$ cat src/rtl/constants_pkg.sv
// Shared icache geometry and refill engine state encoding.
// Used by icache and icache_refill.
package constants_pkg;

   localparam int XLEN   = 32;
   localparam int ICLLEN = 128;
   localparam int ICLN   = 16;

   localparam int IC_OFFSET_BITS = $clog2(ICLLEN / 8);
   localparam int IC_INDEX_BITS  = $clog2(ICLN);
   localparam int IC_TAG_BITS    =
      XLEN - IC_INDEX_BITS - IC_OFFSET_BITS;

   typedef enum logic [1:0] {
      IDLE,
      REQ,
      RECV,
      FILL
   } refill_state_t;

endpackage

$ cat src/rtl/icache_refill.sv
// icache miss engine: one line read per miss, beats assembled, single fill write.
// Define ICACHE_REFILL_TIMEOUT_EN to enable the REQ/RECV watchdog and err pulse.
module icache_refill
   import constants_pkg::*;
#(
   parameter int BEAT_W      = 32,
   parameter int TIMEOUT_CYC = 255
) (
   input  logic                     clk,
   input  logic                     rst,
   input  logic                     enable,
   input  logic                     miss,
   input  logic [XLEN-1:0]          addr,
   output logic                     mem_req_valid,
   input  logic                     mem_req_ready,
   output logic [XLEN-1:0]          mem_req_addr,
   input  logic                     mem_rsp_valid,
   input  logic [BEAT_W-1:0]        mem_rsp_data,
   output logic                     fill_valid,
   output logic [IC_INDEX_BITS-1:0] fill_index,
   output logic [IC_TAG_BITS-1:0]   fill_tag,
   output logic [ICLLEN-1:0]        fill_data,
   output logic                     busy,
   output logic                     err
);

   localparam int BEATS = ICLLEN / BEAT_W;
   localparam int CNT_W = $clog2(BEATS) + 1;

   localparam logic [XLEN-1:0] LINE_MASK =
      ~XLEN'((1 << IC_OFFSET_BITS) - 1);

   refill_state_t     state_q, state_d;
   logic [XLEN-1:0]   addr_q, addr_d;
   logic [ICLLEN-1:0] line_q, line_d;
   logic [CNT_W-1:0]  beat_q, beat_d;
   logic              req_q, req_d;
   logic              fill_q, fill_d;
   logic              busy_q, busy_d;

`ifdef ICACHE_REFILL_TIMEOUT_EN
   localparam int TO_W = $clog2(TIMEOUT_CYC + 1);

   logic [TO_W-1:0] to_q, to_d;
   logic            err_q, err_d;
`endif

   always_comb begin
      state_d = state_q;
      addr_d  = addr_q;
      line_d  = line_q;
      beat_d  = beat_q;
`ifdef ICACHE_REFILL_TIMEOUT_EN
      to_d  = to_q;
      err_d = 1'b0;
`endif
      unique case (state_q)
         IDLE: begin
            if (enable && miss) begin
               addr_d  = addr & LINE_MASK;
               state_d = REQ;
            end
         end
         REQ: begin
            if (mem_req_ready) begin
               beat_d  = '0;
               state_d = RECV;
            end
         end
         RECV: begin
            if (mem_rsp_valid) begin
               for (int k = 0; k < BEATS; k++) begin
                  if (beat_q == CNT_W'(k)) begin
                     line_d[k*BEAT_W +: BEAT_W] = mem_rsp_data;
                  end
               end
               beat_d = beat_q + CNT_W'(1);
               if (beat_q == CNT_W'(BEATS - 1)) begin
                  state_d = FILL;
               end
            end
         end
         FILL: state_d = IDLE;
         default: state_d = IDLE;
      endcase
`ifdef ICACHE_REFILL_TIMEOUT_EN
      // A handshake or last beat this cycle leaves the state, so it beats the watchdog.
      if (state_q == IDLE) begin
         to_d = '0;
      end else if (state_q == REQ || state_q == RECV) begin
         if (to_q != TO_W'(TIMEOUT_CYC)) begin
            to_d = to_q + TO_W'(1);
         end
         if (to_q >= TO_W'(TIMEOUT_CYC - 1) && state_d == state_q) begin
            state_d = IDLE;
            err_d   = 1'b1;
         end
      end
`endif
      req_d  = (state_d == REQ);
      fill_d = (state_d == FILL);
      busy_d = (state_d != IDLE);
   end

   always_ff @(posedge clk) begin
      if (rst) begin
         state_q <= IDLE;
         addr_q  <= '0;
         line_q  <= '0;
         beat_q  <= '0;
         req_q   <= 1'b0;
         fill_q  <= 1'b0;
         busy_q  <= 1'b0;
`ifdef ICACHE_REFILL_TIMEOUT_EN
         to_q  <= '0;
         err_q <= 1'b0;
`endif
      end else begin
         state_q <= state_d;
         addr_q  <= addr_d;
         line_q  <= line_d;
         beat_q  <= beat_d;
         req_q   <= req_d;
         fill_q  <= fill_d;
         busy_q  <= busy_d;
`ifdef ICACHE_REFILL_TIMEOUT_EN
         to_q  <= to_d;
         err_q <= err_d;
`endif
      end
   end

   assign mem_req_valid = req_q;
   assign mem_req_addr  = addr_q;
   assign fill_valid    = fill_q;
   assign fill_index    = addr_q[IC_OFFSET_BITS +: IC_INDEX_BITS];
   assign fill_tag      = addr_q[XLEN-1 -: IC_TAG_BITS];
   assign fill_data     = line_q;
   assign busy          = busy_q;

`ifdef ICACHE_REFILL_TIMEOUT_EN
   assign err = err_q;
`else
   assign err = 1'b0;
`endif

endmodule

$ cat config.mk
export PLATFORM = sky130hd
export DESIGN_NAME = icache_refill
export DESIGN_NICKNAME = d
export VERILOG_FILES = /design/src/rtl/constants_pkg.sv /design/src/rtl/icache_refill.sv
export SDC_FILE = /design/constraint.sdc
export NUM_CORES = 1
export LEC_CHECK = 0
export ABC_AREA = 1
export CAP_MARGIN = 20
export CORE_AREA = 2 2 119 121
export CTS_BUF_LIST = sky130_fd_sc_hd__clkbuf_2 sky130_fd_sc_hd__clkbuf_4 sky130_fd_sc_hd__clkbuf_8
export DETAILED_ROUTE_END_ITERATION = 10
export DIE_AREA = 0 0 121 123
export GPL_ROUTABILITY_DRIVEN = 0
export PLACE_DENSITY = 0.87
export SLEW_MARGIN = 30
export SYNTH_ARGS = -nofsm -noshare
export SYNTH_HDL_FRONTEND = slang
export SYNTH_SLANG_ARGS = --single-unit
$ cat constraint.sdc
create_clock -name clk -period 2.2 [get_ports clk]
set_clock_uncertainty 0.05 [all_clocks]
set_input_delay 0.22 -clock clk [delete_from_list [all_inputs] [get_ports clk]]
set_output_delay 0.22 -clock clk [all_outputs]
set_load 0.03 [all_outputs]
* Word level (Yosys, flattened, before mapping) *
Cells that the tools add are included.

storage, ports and cells
  output and inout bits = 192
  register bits after elaboration = 164
  input bits = 70

cells by class
  add/sub/neg operators = 1
  multiplexer cells = 8
  equal/unequal tests = 10
  reductions and logical operators = 11

operators by type and width
  kind                 count
  $reduce_and 3->1     5
  $mux 2               4
  $pmux 2 s4           1
  $eq 2x2->1 const B   3
  $eq 3x2->1 const B   2
  $mux 3               2
  $pmux 3 s2           1
  $eq 2x1->1 const B   2
  $ne 2x2->1 const B   2
  $reduce_bool 2->1    2
  $add 3x1->3 const B  1
  $eq 3x1->1 const B   1
  $logic_not 3->1      1
  $logic_not 2->1      1
  $reduce_and 2->1     1
  $logic_and 1x1->1    1

* Longest topological paths before layout *
  word-level depth = 5
  depth in mapped cells = 9
  depth with buffers taken out = 8

* Worst setup path before layout *
OpenSTA, ideal clock, no wires.

  path type = flip-flop to flip-flop
  start point = reg beat_q[0]
  end point = reg line_q[118], in the netlist fill_data[118]
  setup slack = 0.810 ns
  path buffers = 1
  stages on the path, launching flop included = 9
  setup time = 0.064 ns
  arrival time = 1.275 ns
  cell sequence = dfxtp_1 ha_1 ha_1 nand2_1 inv_1 nand2_2 clkbuf_1 o21ai_0 nor2_1

on the way
  word-level cells in the longest chain between the ends = 2

ends and longest elaborated chain
  item                               RTL line              RTL
  start: declaration                 icache_refill.sv:36   logic [CNT_W-1:0] beat_q, beat_d;
  start signal: assignment           icache_refill.sv:122  beat_q <= beat_d;
  $eq 3x2->1                         icache_refill.sv:73   if (beat_q == CNT_W'(k)) begin
  $reduce_and 3->1 (no source line)  -
  end signal: assignment             icache_refill.sv:121  line_q <= line_d;
  end: declaration                   icache_refill.sv:35   logic [ICLLEN-1:0] line_q, line_d;

Every way passes these cells.
A chain may end at the register's enable or synchronous reset.

* Worst setup path in the final report *
  start point = reg addr_q[9], in the netlist mem_req_addr[9]
  end point = out mem_req_addr[9]

RTL lines
  item                      RTL line              RTL
  start: declaration        icache_refill.sv:34   logic [XLEN-1:0] addr_q, addr_d;
  start signal: assignment  icache_refill.sv:120  addr_q <= addr_d;
  end: declaration          icache_refill.sv:16   output logic [XLEN-1:0] mem_req_addr,

No word-level cell between the ends.

==> results.toml <==
[clocking]
clock_latency_ps = 440
clockBufferDepth = 2
cts_tree = "built"
numCtsBuffers = 17
clockRootBuffer = "clkbuf_8"
htree_levels = 4
post_cts_buffers = 0
clkSinkCount = 164
ctsResizeCount = 0
ctsHoldBuffers = 0
clk_pin_slew_worst_paths_ps = 80

[placement]
port_buffers = 252
post-place-cells = 1266
dp_hpwl_um = 12260
place_area_mm2 = 0.008837
pre_cts_ws_ps = 404.5

[cells_and_area]
area_growth_pct = 44.40
final_cell_area_mm2 = 0.009200
layout-drive-gt1-share = 0.04749
final_core_util = 0.6759
layout.cells.non_filler = 1296
n_antenna_cell = 0
final_nets = 1180
nFillCells = 1123

[yosys]
ys_types = 20
synth.largest_area_cell = "dfxtp_1"
synth_top_area_share = 0.5153
yosysSeqAreaShare = 0.5153
ys_warn_count = 0
synth_edf_count = 0
yosysMostFrequentCell = "nor2_1"
synth_commonest_cells = "nor2_1, nand2_1, dfxtp_1, o21ai_0, inv_1"
async_flop_share = 0
syn_area_per_cell_um2 = 7.103
synthCells = 897
yosys-top-cells-area = "dfxtp_1, nor2_1, nand2_1"
yosys_register_bits = 164
netlist_area_mm2 = 0.006371
synth_ff_type = "dfxtp_1"

[sta]
clock.fmax_mhz = 535.1
fin_crit_sh = 0.8495
min_period_ps = 1869
holdWs_ps = 334.4
fin_tns_setup_ps = 0
drv_slew = 0
setup_ws_ps = 331.2
hold_viol_final = 0
setup_viol_count_final = 0
grt_setup_unrepaired = "no"

[grt]
grt_pass1_vias = 5553
grt.met3_usage = 0.08994
top_usage_layer = "met2"
gr-usage-met2 = 0.4080
use_met1 = 0.2564
grt_pass1_wl_um = 27230
grt_max_degree = 78
antenna_found_initial = 0
grt_util_all_layers = 0.2335
gr-total-overflow = 0

[critical_path]
r2r_slack_ps = 430
cp_max_fo = 3
worst-path-buf-inv = 1
crit_type = "register to output pin"
cp_top_family = "buffers and inverters"
worstPathRequired_ps = 1930
arrival_ps = 1600
slowest_delay_ps = 740
reg2regPathDepth = 9
end_kind = "output pin"
slowest_stage = "clkdlybuf4s50_1"
startpoint_type = "register"
reg2reg_from = "beat_q[0]$_SDFFE_PP0P_"
cp_cell_sequence = "clkdlybuf4s50_1"
r2r_end = "fill_data[116]$_SDFFE_PP0P_"

[floorplan]
die_x_um = 121
initial_utilization = 0.4681
die-area_mm2 = 0.01488
rows = 43
die_h_um = 123
pin_count = 262
placeableCoreArea_mm2 = 0.01361

[detailed_routing]
routed-via-count = 6016
postRouteWirelength_um = 17160
drc_errors = 0
ant_nets = 0
drt_iter0_markers = 276
viasPerCell = 4.642
drt_pass1_iterations = 5
detail_route.wl_per_cell_um = 13.24

[power_and_ir_drop]
ir_worst_vdd_uv = 537.7
power.density_mw_per_mm2 = 644.6
p_leak_nw = 3.713
power_mw = 5.930

[min_path]
worst_hold_path.num_cells = 3
min_path_type = "input port to register"
whs_endpoint = "mem_req_addr[21]$_SDFFE_PP0P_"
hold_start = "addr[21]"

[status]
outcome = "finished clean"

[flow_run]
maxCapViolations = 0
-- power breakdown --
group | internal [mW] | total, mW | switching [mW]
Sequential | 3.03 | 3.08 | 0.0444
Combinational | 0.351 | 0.818 | 0.467
Clock | 0.978 | 2.04 | 1.06
Total | 4.36 | 5.93 | 1.57
-- flip-flops by register name, indices dropped and copies added, names as in the netlist --
register,flops
beat_q,3
busy,1
mem_req_valid,1
fill_valid,1
mem_req_addr,28
state_q,2
fill_data,128
-- per-layer routing --
metal | vias up | routed length, µm
met3 | 31 | 1618
met4 | 0 | 385
met2 | 222 | 8377
li1 | 3077 | -
met1 | 2686 | 6781
met5 | - | 0
-- worst max path at each step --
stage,end,cells past startpoint,startpoint
3_5_place_dp,fill_data[124]$_SDFFE_PP0P_,8,mem_rsp_valid
2_1_floorplan,fill_data[118]$_SDFFE_PP0P_,8,beat_q[0]$_SDFFE_PP0P_
5_1_grt,mem_req_addr[9],1,mem_req_addr[9]$_SDFFE_PP0P_
6_report,mem_req_addr[9],1,mem_req_addr[9]$_SDFFE_PP0P_
3_3_place_gp,fill_data[123]$_SDFFE_PP0P_,8,mem_rsp_valid
4_1_cts,mem_req_addr[9],1,mem_req_addr[9]$_SDFFE_PP0P_
-- layout by cell type, fill, tap and decap left out --
cell / count
inv_4: 1
dfxtp_1: 164
conb_1: 5
o21ai_1: 1
buf_12: 6
nand2_2: 1
nor2_4: 3
nand3_1: 9
clkinv_2: 2
clkbuf_4: 3
o21ai_0: 59
nor2_1: 321
buf_4: 6
inv_2: 4
inv_1: 41
clkdlybuf4s50_1: 252
bufinv_16: 1
a21oi_1: 3
nor2_2: 1
clkbuf_8: 19
nand2_4: 1
ha_1: 5
inv_6: 1
nand2_1: 203
clkinvlp_4: 4
-- cell families (layout without fill, tap and decap cells) --
| group | Yosys count | after routing | share of synthesized area |
|---|---|---|---|
| adder cells (fa/ha/maj) | 5 | 5 | 0.009819 |
| flip-flops | 164 | 164 | 0.5153 |
| AND/OR/NAND/NOR | 539 | 539 | 0.3248 |
| other | 1 | 5 | 0.0005886 |
| buffers and inverters | 125 | 340 | 0.09996 |
| AO/OA/AOI/OAI | 63 | 63 | 0.04949 |
-- layout make-up --
cell class	count	area [µm²]	share of cell area
Sequential cell	164	3283	0.3569
Clock buffer	22	284.0	0.03087
Multi-Input combinational cell	612	2466	0.2681
Clock inverter	8	78.83	0.008568
Inverter	46	175.2	0.01904
Tap cell	180	225.2	0.02448
Timing Repair Buffer	264	2688	0.2921
Note: power is estimated with default switching activity, not from simulation.
